$ cat config.mk
export PLATFORM = sky130hd
export DESIGN_NAME = vc_arbiter_flat
export DESIGN_NICKNAME = d
export VERILOG_FILES = /design/src/rtl/vc_arbiter_if.sv /design/src/rtl/vc_arbiter.sv /design/src/flat_wrapper.sv
export SDC_FILE = /design/constraint.sdc
export NUM_CORES = 1
export LEC_CHECK = 0
export ABC_AREA = 1
export BUFFER_PORTS_ARGS = -buffer_cell sky130_fd_sc_hd__buf_2
export CAP_MARGIN = 20
export CORE_MARGIN = 3
export CORE_UTILIZATION = 50
export CTS_BUF_LIST = sky130_fd_sc_hd__clkbuf_4 sky130_fd_sc_hd__clkbuf_8
export DETAILED_ROUTE_END_ITERATION = 7
export PLACE_DENSITY = 0.79
export SETUP_SLACK_MARGIN = 0.1
export SLEW_MARGIN = 20
export SYNTH_ARGS = -nofsm -noshare
export SYNTH_HDL_FRONTEND = slang
export SYNTH_SLANG_ARGS = --single-unit
export TNS_END_PERCENT = 1
$ cat constraint.sdc
create_clock -name clk -period 3.1 [get_ports clk]
set_clock_uncertainty 0.05 [all_clocks]
set_input_delay 0 -clock clk [delete_from_list [all_inputs] [get_ports clk]]
set_output_delay 0 -clock clk [all_outputs]
set_load 0.05 [all_outputs]
$ cat src/rtl/vc_arbiter_if.sv
// Handshake bundle between the VC0/VC1 FIFOs, the arbiter and the D0/D1 destination FIFOs.
// The master modport is the arbiter side; the slave modport is the FIFO/environment side.
interface vc_arbiter_if #(
  parameter int BW = 6
);
  logic          VC0_empty;
  logic [BW-1:0] VC0_data_out;
  logic          VC1_empty;
  logic [BW-1:0] VC1_data_out;
  logic          D0_almost_full;
  logic          D1_almost_full;
  logic          VC0_rd;
  logic          VC1_rd;
  logic [BW-1:0] data_out;
  logic          D0_push;
  logic          D1_push;
  logic          arb_idle;

  modport master (
    input  VC0_empty, VC0_data_out, VC1_empty, VC1_data_out,
    input  D0_almost_full, D1_almost_full,
    output VC0_rd, VC1_rd, data_out, D0_push, D1_push, arb_idle
  );

  modport slave (
    output VC0_empty, VC0_data_out, VC1_empty, VC1_data_out,
    output D0_almost_full, D1_almost_full,
    input  VC0_rd, VC1_rd, data_out, D0_push, D1_push, arb_idle
  );
endinterface

$ cat src/rtl/vc_arbiter.sv
// Weighted round-robin arbiter popping VC0/VC1 and routing each word to D0/D1 by DEST_BIT.
// Define VC_STRICT_PRIO_EN to replace WRR with strict VC0-over-VC1 priority.
module vc_arbiter #(
  parameter int BW       = 6,
  parameter int DEST_BIT = 4,
  parameter int WEIGHT0  = 4,
  parameter int WEIGHT1  = 1,
  parameter int CW       = 3
) (
  input  logic          clk,
  input  logic          reset_L,
  vc_arbiter_if.master  bus
);

  typedef enum logic [1:0] {
    IDLE = 2'd0,
    GNT0 = 2'd1,
    GNT1 = 2'd2
  } state_t;

  state_t        state, state_nxt;
  logic [CW-1:0] cnt, cnt_nxt;
  logic          gnt0, gnt1;
  logic          pop_ok;
  logic          vld_q, sel_q;
  logic [BW-1:0] data_q;
  logic          d0_q, d1_q;
  logic [BW-1:0] rd_word;

  // Head destination is unknown before the pop, so both destinations need room.
  assign pop_ok  = ~bus.D0_almost_full & ~bus.D1_almost_full;
  assign rd_word = sel_q ? bus.VC1_data_out : bus.VC0_data_out;

`ifndef VC_STRICT_PRIO_EN
  localparam logic [CW-1:0] W0 = CW'(WEIGHT0);
  localparam logic [CW-1:0] W1 = CW'(WEIGHT1);
`endif

  always_comb begin
    gnt0      = 1'b0;
    gnt1      = 1'b0;
    state_nxt = state;
    cnt_nxt   = cnt;
    if (pop_ok) begin
`ifdef VC_STRICT_PRIO_EN
      cnt_nxt = '0;
      if (!bus.VC0_empty) begin
        gnt0      = 1'b1;
        state_nxt = GNT0;
      end else if (!bus.VC1_empty) begin
        gnt1      = 1'b1;
        state_nxt = GNT1;
      end else begin
        state_nxt = IDLE;
      end
`else
      unique case (state)
        IDLE: begin
          if (!bus.VC0_empty) begin
            gnt0      = 1'b1;
            state_nxt = GNT0;
            cnt_nxt   = CW'(1);
          end else if (!bus.VC1_empty) begin
            gnt1      = 1'b1;
            state_nxt = GNT1;
            cnt_nxt   = CW'(1);
          end
        end
        GNT0: begin
          if (!bus.VC0_empty && (cnt < W0 || bus.VC1_empty)) begin
            gnt0    = 1'b1;
            cnt_nxt = (cnt >= W0) ? W0 : cnt + CW'(1);
          end else if (!bus.VC1_empty) begin
            gnt1      = 1'b1;
            state_nxt = GNT1;
            cnt_nxt   = CW'(1);
          end else begin
            state_nxt = IDLE;
            cnt_nxt   = '0;
          end
        end
        GNT1: begin
          if (!bus.VC1_empty && (cnt < W1 || bus.VC0_empty)) begin
            gnt1    = 1'b1;
            cnt_nxt = (cnt >= W1) ? W1 : cnt + CW'(1);
          end else if (!bus.VC0_empty) begin
            gnt0      = 1'b1;
            state_nxt = GNT0;
            cnt_nxt   = CW'(1);
          end else begin
            state_nxt = IDLE;
            cnt_nxt   = '0;
          end
        end
        default: begin
          state_nxt = IDLE;
          cnt_nxt   = '0;
        end
      endcase
`endif
    end
  end

  assign bus.VC0_rd = gnt0 & reset_L;
  assign bus.VC1_rd = gnt1 & reset_L;

  // Grant in cycle N -> read data captured at end of N+1 -> push visible in N+2.
  always_ff @(posedge clk or negedge reset_L) begin
    if (!reset_L) begin
      state  <= IDLE;
      cnt    <= '0;
      vld_q  <= 1'b0;
      sel_q  <= 1'b0;
      data_q <= '0;
      d0_q   <= 1'b0;
      d1_q   <= 1'b0;
    end else begin
      state <= state_nxt;
      cnt   <= cnt_nxt;
      vld_q <= gnt0 | gnt1;
      if (gnt0 | gnt1) sel_q <= gnt1;
      if (vld_q) data_q <= rd_word;
      d0_q  <= vld_q & ~rd_word[DEST_BIT];
      d1_q  <= vld_q &  rd_word[DEST_BIT];
    end
  end

  assign bus.data_out = data_q;
  assign bus.D0_push  = d0_q;
  assign bus.D1_push  = d1_q;
  assign bus.arb_idle = (state == IDLE) & ~vld_q & ~d0_q & ~d1_q;

endmodule

$ cat src/flat_wrapper.sv
// flat-port wrapper written by rule: the top's interface ports become plain ports
module vc_arbiter_flat 
#(
  parameter int BW       = 6,
  parameter int DEST_BIT = 4,
  parameter int WEIGHT0  = 4,
  parameter int WEIGHT1  = 1,
  parameter int CW       = 3
)
  (clk, reset_L, bus_VC0_empty, bus_VC0_data_out, bus_VC1_empty, bus_VC1_data_out, bus_D0_almost_full, bus_D1_almost_full, bus_VC0_rd, bus_VC1_rd, bus_data_out, bus_D0_push, bus_D1_push, bus_arb_idle);
  vc_arbiter_if #(.BW(BW)) bus_i ();
  input  logic clk;
  input  logic reset_L;
  input wire logic [$bits(bus_i.VC0_empty)-1:0] bus_VC0_empty;
  input wire logic [$bits(bus_i.VC0_data_out)-1:0] bus_VC0_data_out;
  input wire logic [$bits(bus_i.VC1_empty)-1:0] bus_VC1_empty;
  input wire logic [$bits(bus_i.VC1_data_out)-1:0] bus_VC1_data_out;
  input wire logic [$bits(bus_i.D0_almost_full)-1:0] bus_D0_almost_full;
  input wire logic [$bits(bus_i.D1_almost_full)-1:0] bus_D1_almost_full;
  output wire logic [$bits(bus_i.VC0_rd)-1:0] bus_VC0_rd;
  output wire logic [$bits(bus_i.VC1_rd)-1:0] bus_VC1_rd;
  output wire logic [$bits(bus_i.data_out)-1:0] bus_data_out;
  output wire logic [$bits(bus_i.D0_push)-1:0] bus_D0_push;
  output wire logic [$bits(bus_i.D1_push)-1:0] bus_D1_push;
  output wire logic [$bits(bus_i.arb_idle)-1:0] bus_arb_idle;
  assign bus_i.VC0_empty = bus_VC0_empty;
  assign bus_i.VC0_data_out = bus_VC0_data_out;
  assign bus_i.VC1_empty = bus_VC1_empty;
  assign bus_i.VC1_data_out = bus_VC1_data_out;
  assign bus_i.D0_almost_full = bus_D0_almost_full;
  assign bus_i.D1_almost_full = bus_D1_almost_full;
  assign bus_VC0_rd = bus_i.VC0_rd;
  assign bus_VC1_rd = bus_i.VC1_rd;
  assign bus_data_out = bus_i.data_out;
  assign bus_D0_push = bus_i.D0_push;
  assign bus_D1_push = bus_i.D1_push;
  assign bus_arb_idle = bus_i.arb_idle;
  vc_arbiter #(.BW(BW), .DEST_BIT(DEST_BIT), .WEIGHT0(WEIGHT0), .WEIGHT1(WEIGHT1), .CW(CW)) u_core (.clk(clk), .reset_L(reset_L), .bus(bus_i));
endmodule
Word-level counts from Yosys, hierarchy flattened
Index checks and enable logic that the tools add are counted.

$add $sub $neg: 1. Multipliers: 0. Div/mod/pow operators: 0. Order comparisons: 4. Equality and inequality tests: 5. Shift operators: 0. Multiplexer cells: 28. Bitwise gates (word level): 15. Reduce and logical (&&, ||, !) cells: 9.

Operator list (count): two-way mux 3 bit (6); two-way mux 1 bit (12); two-way mux 2 bit (5); one-hot mux 3 bit (3 select lines) (1); bitwise AND 1 bit (8); two-way mux 6 bit (1); inverter 1 bit (6); one-hot mux 1 bit (3 select lines) (2); one-hot mux 2 bit (3 select lines) (1); inequality test 2 bit, second input constant (2); AND reduction 4 bit (1); adder 3 x 1 -> 3 bit, second input constant (1); greater-or-equal comparator 3 x 1 -> 1 bit, second input constant (1); greater-or-equal comparator 3 bit, second input constant (1); less-than comparator 3 x 1 -> 1 bit, second input constant (1); less-than comparator 3 bit, second input constant (1); inequality test 3 bit, second input constant (1); == test 2 x 1 -> 1 bit, second input constant (1); == test 2 bit, second input constant (1); logical AND 1 bit (2); logical NOT 1 bit (2); logical NOT 2 bit (1); logical OR 1 bit (2); AND reduction 2 bit (1); bitwise OR 1 bit (1).

Register bits: 15. Bits in latches: 0. RAM bits: 0. Bits in read-only memories: 0. Output and inout port bits: 11. Memories kept: 0.

Depth between registers and ports, before layout
Gate-level depths: netlist (run 1).

Depth after elaboration: 7. Mapped depth: 9. Mapped depth without buffers: 9.

Worst setup path after synthesis (run 1)
No wires, ideal clock.

Path kind: register to output. From: register u_core.d0_q, in the netlist u_core.bus.D0_push. To: output bus_arb_idle. Arrival time: 2150 ps. Setup slack: 900 ps. Cell stages (with the launch flop): 2. Path through: dfrtp_1 nor4_1.

Cells in the longest elaborated chain, start to end: 3.

Ends and longest elaborated chain: start, declared (line vc_arbiter.sv:27) `logic d0_q, d1_q;`; start signal, assigned (line vc_arbiter.sv:123) `d0_q <= vld_q & ~rd_word[DEST_BIT];`; inverter 1 bit (line vc_arbiter.sv:131) `assign bus.arb_idle = (state == IDLE) & ~vld_q & ~d0_q & ~d1_q;`; bitwise AND 1 bit (2 in series) (line vc_arbiter.sv:131); end, declared (line flat_wrapper.sv:25) `output wire logic [$bits(bus_i.arb_idle)-1:0] bus_arb_idle;`.

Every way passes these cells.

Final worst setup path (run 1)
From: input bus_D0_almost_full. To: output bus_VC1_rd.

Cells in the longest elaborated chain, start to end: 4.

Ends and longest elaborated chain: start, declared (line flat_wrapper.sv:18) `input wire logic [$bits(bus_i.D0_almost_full)-1:0] bus_D0_almost_full;`; inverter 1 bit (line vc_arbiter.sv:31) `assign pop_ok = ~bus.D0_almost_full & ~bus.D1_almost_full;`; bitwise AND 1 bit (line vc_arbiter.sv:31); two-way mux 1 bit (line vc_arbiter.sv:44) `if (pop_ok) begin`; bitwise AND 1 bit (line vc_arbiter.sv:105) `assign bus.VC1_rd = gnt1 & reset_L;`; end, declared (line flat_wrapper.sv:21) `output wire logic [$bits(bus_i.VC1_rd)-1:0] bus_VC1_rd;`.

Every way passes these cells.

==> results of run 1 <==
cells in the final DEF (no fill, tap or decap):
| cell type | synthesis | layout |
|---|---|---|
| dfrtp_1 | 15 | 15 |
| buf_2 | 0 | 28 |
| nor2_2 | 4 | 4 |
| o21ai_0 | 12 | 12 |
| o21ai_1 | 1 | 1 |
| nand4_1 | 2 | 2 |
| o21ai_2 | 1 | 1 |
| nand3_2 | 1 | 1 |
| clkbuf_4 | 0 | 4 |
| inv_1 | 16 | 16 |
| ha_1 | 4 | 4 |
| nor2_4 | 1 | 1 |
| dlygate4sd3_1 | 0 | 14 |
| inv_2 | 6 | 6 |
| nor4_1 | 1 | 1 |
| nand2_1 | 36 | 36 |
| nand3_1 | 4 | 4 |
| a21oi_2 | 2 | 2 |
| a21boi_2 | 1 | 1 |
| and2_0 | 1 | 1 |
| nor2_1 | 14 | 14 |
| a21oi_1 | 2 | 2 |
| nand2_2 | 2 | 2 |
| or2_1 | 1 | 1 |
cell type report:
| class | count | share of cell area |
|---|---|---|
| inverters | 22 | 0.0656 |
| well taps | 24 | 0.0239 |
| multi-input cells | 90 | 0.366 |
| repair buffers | 42 | 0.223 |
| clock buffers | 4 | 0.0239 |
| flip-flops and latches | 15 | 0.298 |
timing repair:
action / in CTS / in global routing
endpoints found under the setup margin: 0 / 0
hold buffers: 14 / 0
endpoints found under the hold margin: 24 / 0
buffers inserted: 0 / 0
gates resized for setup: 0 / 0
logic make-up (layout without fill, tap and decap cells):
kind of cell,count (synthesis),after routing,share of synthesized area
buffers and inverters,22,68,0.0899
AOI/OAI and AO/OA,19,19,0.123
adders and majority gates,4,4,0.0545
DFF,15,15,0.409
and+or+nand+nor,67,67,0.324
power breakdown:
part           total (mW)  switching (mW)  internal, mW
registers           0.347          0.0773         0.269
logic               0.603           0.406         0.197
clock network       0.125          0.0664        0.0590
state kept, by name, summed over array words and instances (netlist names):
| register | flops |
|---|---|
| u_core.bus.D0_push | 1 |
| u_core.vld_q | 1 |
| u_core.bus.D1_push | 1 |
| u_core.state | 2 |
| u_core.bus.data_out | 6 |
| u_core.sel_q | 1 |
| u_core.cnt | 3 |
metrics by stage:
step	cells	setup WS, ns
5_1_grt	197	1.06
3_5_place_dp	179	1.62
2_1_floorplan	127	0.900
3_3_place_gp	179	1.67
6_report	197	1.18
4_1_cts	197	1.19
critical path, cell delays in order:
cell           delay (ns)
dlygate4sd3_1        0.53
buf_2                0.12
nor2_1               0.19
dlygate4sd3_1        0.62
nand2_2              0.08
nor2_2               0.07
buf_2                0.26
routing by layer:
metal / vias up / wire length, microns / share of wire
li1: 485 / - / -
met1: 445 / 924 / 0.40
met2: 31 / 1190 / 0.52
met3: 5 / 138 / 0.060
met4: 0 / 32 / 0.014
met5: - / 0 / 0
final timing paths:
kind	end	start
max reg2reg	u_core.bus.data_out[0]	u_core.vld_q
max in group asynchronous	u_core.cnt[0]	reset_L
min	u_core.vld_q	bus_D1_almost_full
max	bus_VC1_rd	bus_D0_almost_full
min reg2reg	u_core.bus.data_out[4]	u_core.bus.data_out[4]
min in group asynchronous	u_core.state[0]	reset_L
==> results.py, run 1 <==
metrics = {
    "outcome": {
        "outcome": "finished, violations left",
        "violations": "negative hold slack",
    },
    "place": {
        "globalplace.congestion": 0.982,
        "port_buffers": 28,
        "hpwl_microns": 1690,
        "dpl_cell_area_sq_mm": 0.00109,
    },
    "synth": {
        "synth-edff-count": 0,
        "ys_warn_count": 0,
        "syn_nets": 149,
        "avgSynthCellArea_sq_um": 7.23,
        "netlist.area_leader.share": 0.409,
        "ys_seq_area_frac": 0.409,
        "yosysMostFrequentCell": "nand2_1",
        "yosysTopAreaCell": "dfrtp_1",
        "ys_ff_latch": 15,
        "async_flop_share": 1.00,
        "synthFlopType": "dfrtp_1",
        "netlist_area_sq_um": 918,
        "netlist_top_cells_area": "dfrtp_1, nand2_1, o21ai_0, inv_1, nor2_1",
        "ys_types": 21,
        "synth_cells": 127,
        "synth_common_cells": "nand2_1, inv_1, dfrtp_1, nor2_1, o21ai_0",
    },
    "detailed_routing": {
        "drc": 0,
        "drtPass1Iterations": 4,
        "wl_per_cell_microns": 11.6,
        "totalWireLength_microns": 2290,
        "vias": 966,
        "first_iter_violations": 24,
        "viasPerCell": 4.90,
        "ant_nets": 0,
    },
    "critical_path": {
        "arrival_ns": 1.87,
        "startpoint_type": "input pin",
        "ff2ff_setup_slack_ns": 1.45,
        "endpoint_kind": "output pin",
        "reg2reg_depth": 4,
        "worst-path-max-fanout": 4,
        "cp.required_ns": 3.05,
        "critical_path_class": "input pin to output pin",
    },
    "clock_network": {
        "path_clk_slew_ns": 0.09,
        "htreeDepth": 1,
        "cts.sinks": 15,
        "cts_made_buffers": 3,
        "clk_latency_ns": 0.30,
        "clockBufferDepth": 2,
        "cts_root_buffer": "clkbuf_4",
        "cts_tree": "built",
    },
    "grt": {
        "gr-usage-met1": 0.259,
        "grt_antenna_before_repair": 0,
        "grt_util_met3": 0.0703,
        "track_usage": 0.220,
        "grt-ovfl-total": 0,
        "grt_max_degree": 17,
        "first_global_vias": 944,
        "met2_usage": 0.371,
        "busiest_layer": "met2",
        "grt_pass1_wl_microns": 4060,
    },
    "timing": {
        "max_freq_mhz": 522,
        "worstMarginPinSlew_ns": 0.344,
        "maxSlewViolCount": 0,
        "max_slew_margin": 0.770,
        "period_needed_ns": 1.92,
        "finalSetupViolations": 0,
        "holdWs_ns": -0.00725,
        "post-route-period-util": 0.618,
        "rsz0062_at_grt": "no",
        "hold_viol": 1,
        "tns_ns": 0,
    },
    "cells_and_area": {
        "final_util": 0.781,
        "drive_above_1_share": 0.289,
        "areaGrowthSynthToFinish_pct": 37.1,
        "final_area_sq_mm": 0.00126,
        "multi_input_comb_area_sq_um": 460,
        "n_fill_cell": 130,
        "seqCellArea_sq_um": 375,
        "num-nets-final": 196,
        "diodes": 0,
    },
    "min_path": {
        "holdPathStages": 4,
        "hold_class": "input pin to flip-flop",
    },
    "floorplan": {
        "rows": 14,
        "core_area_sq_mm": 0.00161,
        "die_h_microns": 48.9,
        "die-area_sq_mm": 0.00239,
        "die_width_microns": 48.9,
        "ios": 29,
        "start_util": 0.570,
    },
    "job": {
        "cap_violations": 0,
    },
    "power": {
        "total_power_mw": 1.07,
        "peakVddDrop_mv": 0.586,
        "powerDensity_mw_per_mm2": 854,
        "p_leak_nw": 0.708,
    },
}
No activity file was read; power rests on OpenSTA's default activity.
==> run 2, diff against run 1 <==
--- a/config.mk
+++ b/config.mk
@@ -5,14 +5,14 @@
 export SDC_FILE = /design/constraint.sdc
 export NUM_CORES = 1
 export LEC_CHECK = 0
-export ABC_AREA = 1
+export ABC_AREA = 0
 export BUFFER_PORTS_ARGS = -buffer_cell sky130_fd_sc_hd__buf_2
 export CAP_MARGIN = 20
 export CORE_MARGIN = 3
-export CORE_UTILIZATION = 50
+export CORE_UTILIZATION = 46
 export CTS_BUF_LIST = sky130_fd_sc_hd__clkbuf_4 sky130_fd_sc_hd__clkbuf_8
 export DETAILED_ROUTE_END_ITERATION = 7
-export PLACE_DENSITY = 0.79
+export PLACE_DENSITY = 0.77
 export SETUP_SLACK_MARGIN = 0.1
 export SLEW_MARGIN = 20
 export SYNTH_ARGS = -nofsm -noshare
==> constraint.sdc (replaced) <==
create_clock -name clk -period 1.6 [get_ports clk]
set_clock_uncertainty 0.05 [all_clocks]
set_input_delay 0 -clock clk [delete_from_list [all_inputs] [get_ports clk]]
set_output_delay 0 -clock clk [all_outputs]
set_load 0.05 [all_outputs]
==> results.py, run 2 <==
metrics = {
    "grt": {
        "first_global_vias": 954,
        "grt_antenna_before_repair": 0,
        "met2_usage": 0.420,
        "busiest_layer": "met2",
        "grt_max_degree": 16,
        "track_usage": 0.242,
        "grt-ovfl-total": 0,
        "gr-usage-met1": 0.295,
        "grt_util_met3": 0.0459,
        "grt_pass1_wl_microns": 4490,
    },
    "synth": {
        "synth_common_cells": "dfrtp_1, nor2_1, nand2_1, a21oi_1, mux2i_1",
        "synth-edff-count": 0,
        "async_flop_share": 1.00,
        "synthFlopType": "dfrtp_1",
        "yosysTopAreaCell": "dfrtp_1",
        "netlist_area_sq_um": 862,
        "synth_cells": 91,
        "ys_types": 31,
        "syn_nets": 113,
        "yosysMostFrequentCell": "dfrtp_1",
        "avgSynthCellArea_sq_um": 9.47,
        "netlist_top_cells_area": "dfrtp_1, mux2i_1, ha_1, nor2_1, a21oi_1",
        "netlist.area_leader.share": 0.435,
        "ys_ff_latch": 15,
        "ys_seq_area_frac": 0.435,
        "ys_warn_count": 0,
    },
    "power": {
        "seq_power_share": 0.349,
        "combPwrFrac": 0.541,
        "clock_power_share": 0.110,
        "powerDensity_mw_per_mm2": 1500,
        "p_sw_frac": 0.488,
        "peakVddDrop_mv": 1.10,
        "p_leak_nw": 0.611,
        "power.internal_mw": 0.991,
        "total_power_mw": 1.94,
        "p_sw_mw": 0.945,
    },
    "cells_and_area": {
        "layout_common_cells": "buf_2, dlygate4sd3_1, dfrtp_1",
        "num-nets-final": 164,
        "diodes": 0,
        "n_fill_cell": 129,
        "layout_commonest_cell": "buf_2",
        "areaGrowthSynthToFinish_pct": 49.5,
        "final_cells": 166,
        "drive_above_1_share": 0.355,
        "largest_reg_flops": 6,
    },
    "detailed_routing": {
        "totalWireLength_microns": 2560,
        "viasPerCell": 5.28,
        "wl_per_cell_microns": 15.4,
        "first_iter_violations": 16,
        "drc": 0,
        "drtPass1Iterations": 4,
        "ant_nets": 0,
        "vias": 876,
    },
    "critical_path": {
        "arrival_ns": 1.61,
        "reg2reg_depth": 7,
        "endpoint_kind": "output pin",
        "cp-startpoint": "u_core.cnt[2]",
        "worst-path-max-fanout": 5,
        "critical_path_class": "flip-flop to output pin",
        "startpoint_type": "flip-flop",
        "endpoint": "bus_VC0_rd",
        "timing.rr.end": "u_core.cnt[2]",
        "ff2ff_setup_slack_ns": 0.08,
        "reg2reg_from": "u_core.cnt[0]",
        "cp.required_ns": 1.55,
    },
    "floorplan": {
        "die_h_microns": 49.3,
        "core_area_sq_mm": 0.00175,
        "die-area_sq_mm": 0.00243,
        "rows": 15,
        "ios": 29,
        "die_width_microns": 49.3,
        "start_util": 0.494,
    },
    "place": {
        "hpwl_microns": 1600,
        "dp_cells": 143,
        "globalplace.congestion": 0.862,
        "port_buffers": 28,
    },
    "clock_network": {
        "clk_latency_ns": 0.29,
        "cts_made_buffers": 3,
        "cts.sinks": 15,
        "cts_tree": "built",
        "cts_root_buffer": "clkbuf_4",
        "clockBufferDepth": 2,
        "htreeDepth": 1,
        "path_clk_slew_ns": 0.09,
    },
    "timing": {
        "max_freq_mhz": 603,
        "maxSlewViolCount": 0,
        "period_needed_ns": 1.66,
        "max_slew_margin": 0.688,
        "post-route-period-util": 1.04,
        "tns_ns": -0.0687,
        "holdWs_ns": 0.0185,
        "fin_ws_ns": -0.0590,
        "hold_viol": 0,
        "rsz0062_at_grt": "yes",
        "worstMarginPinSlew_ns": 0.466,
        "finalSetupViolations": 2,
    },
    "outcome": {
        "violations": "negative setup slack",
        "outcome": "finished, violations left",
    },
    "min_path": {
        "hold_class": "input pin to flip-flop",
        "hp-start": "bus_D0_almost_full",
    },
    "job": {
        "cap_violations": 0,
    },
}
## run 2: changes by cell type in the layout (fill, tap and decap cells not counted), sizes merged, moves of 2 or more
cell         before  now
nand4             2    0
a21oi             4    6
inv              22    5
buf              28   34
nor2             19   13
o21ai            14    6
nand3             5    0
mux2i             0    6
nor3              0    4
dlygate4sd3      14   16
nor2b             0    2
nand2            38    8
o31ai             0    2
## run 2: cell type report
cell class / count / area, sq um / share of cell area
clock inverter: 1 / 5.00 / 0.00388
inverter: 5 / 18.8 / 0.0146
timing repair buffer: 50 / 368 / 0.285
clock buffer: 3 / 22.5 / 0.0175
sequential: 15 / 379 / 0.294
tap: 25 / 31.3 / 0.0243
multi-input combinational: 67 / 464 / 0.360
## run 2: repair_timing
item,in CTS,in global routing
pin swaps,3,0
endpoints found under the setup margin,3,6
gates resized for setup,8,4
hold endpoints to repair,23,0
setup buffers,3,0
hold buffers,16,0
## run 2: worst max-delay path: stages, from the launching register on
cell and delay, ns:
dfrtp_2 0.46, and2b_2 0.24, o22ai_2 0.14, nand3b_1 0.18, nor2_2 0.14, buf_6 0.17
## run 2: cell families after synthesis
| group | after synthesis | share of synthesized area |
|---|---|---|
| buffers and inverters | 9 | 0.0435 |
| adder cells (fa/ha/maj) | 4 | 0.0581 |
| flip-flops | 15 | 0.435 |
| multiplexers | 6 | 0.0697 |
| AO/OA/AOI/OAI | 22 | 0.180 |
| AND/OR/NAND/NOR | 35 | 0.213 |
## run 2: power groups by stage
stage	Clock (mW)	Combinational [mW]	Sequential, mW
after detailed placement	0	0.932	0.672
after global placement	0	0.909	0.663
after CTS	0.222	1.02	0.659
after floorplan	0	0.501	0.862
after global routing	0.236	1.13	0.700
final	0.212	1.05	0.675
## run 2: metal layers
layer / wire length, microns / up-vias
met5: 0 / -
met4: 47 / 0
met3: 111 / 6
met2: 1290 / 28
met1: 1110 / 427
li1: - / 415
## run 2: metrics by stage
stage,setup WS (ns),util,area [sq um]
after CTS,-0.0426,0.730,1270
final,-0.0590,0.738,1290
after global routing,-0.161,0.738,1290
after floorplan,0.0366,-,867
after detailed placement,0.149,0.597,1040
after global placement,0.207,0.597,1040
## run 2: worst min path at each step
stage,end,slack [ns],cells past startpoint
floorplan,u_core.bus.D0_push,-0.35,0
global placement,u_core.bus.data_out[5],-0.06,2
detailed placement,u_core.bus.data_out[5],-0.06,2
CTS,u_core.state[0],0.009,3
global route,u_core.vld_q,0.06,4
finish,u_core.state[0],0.02,3
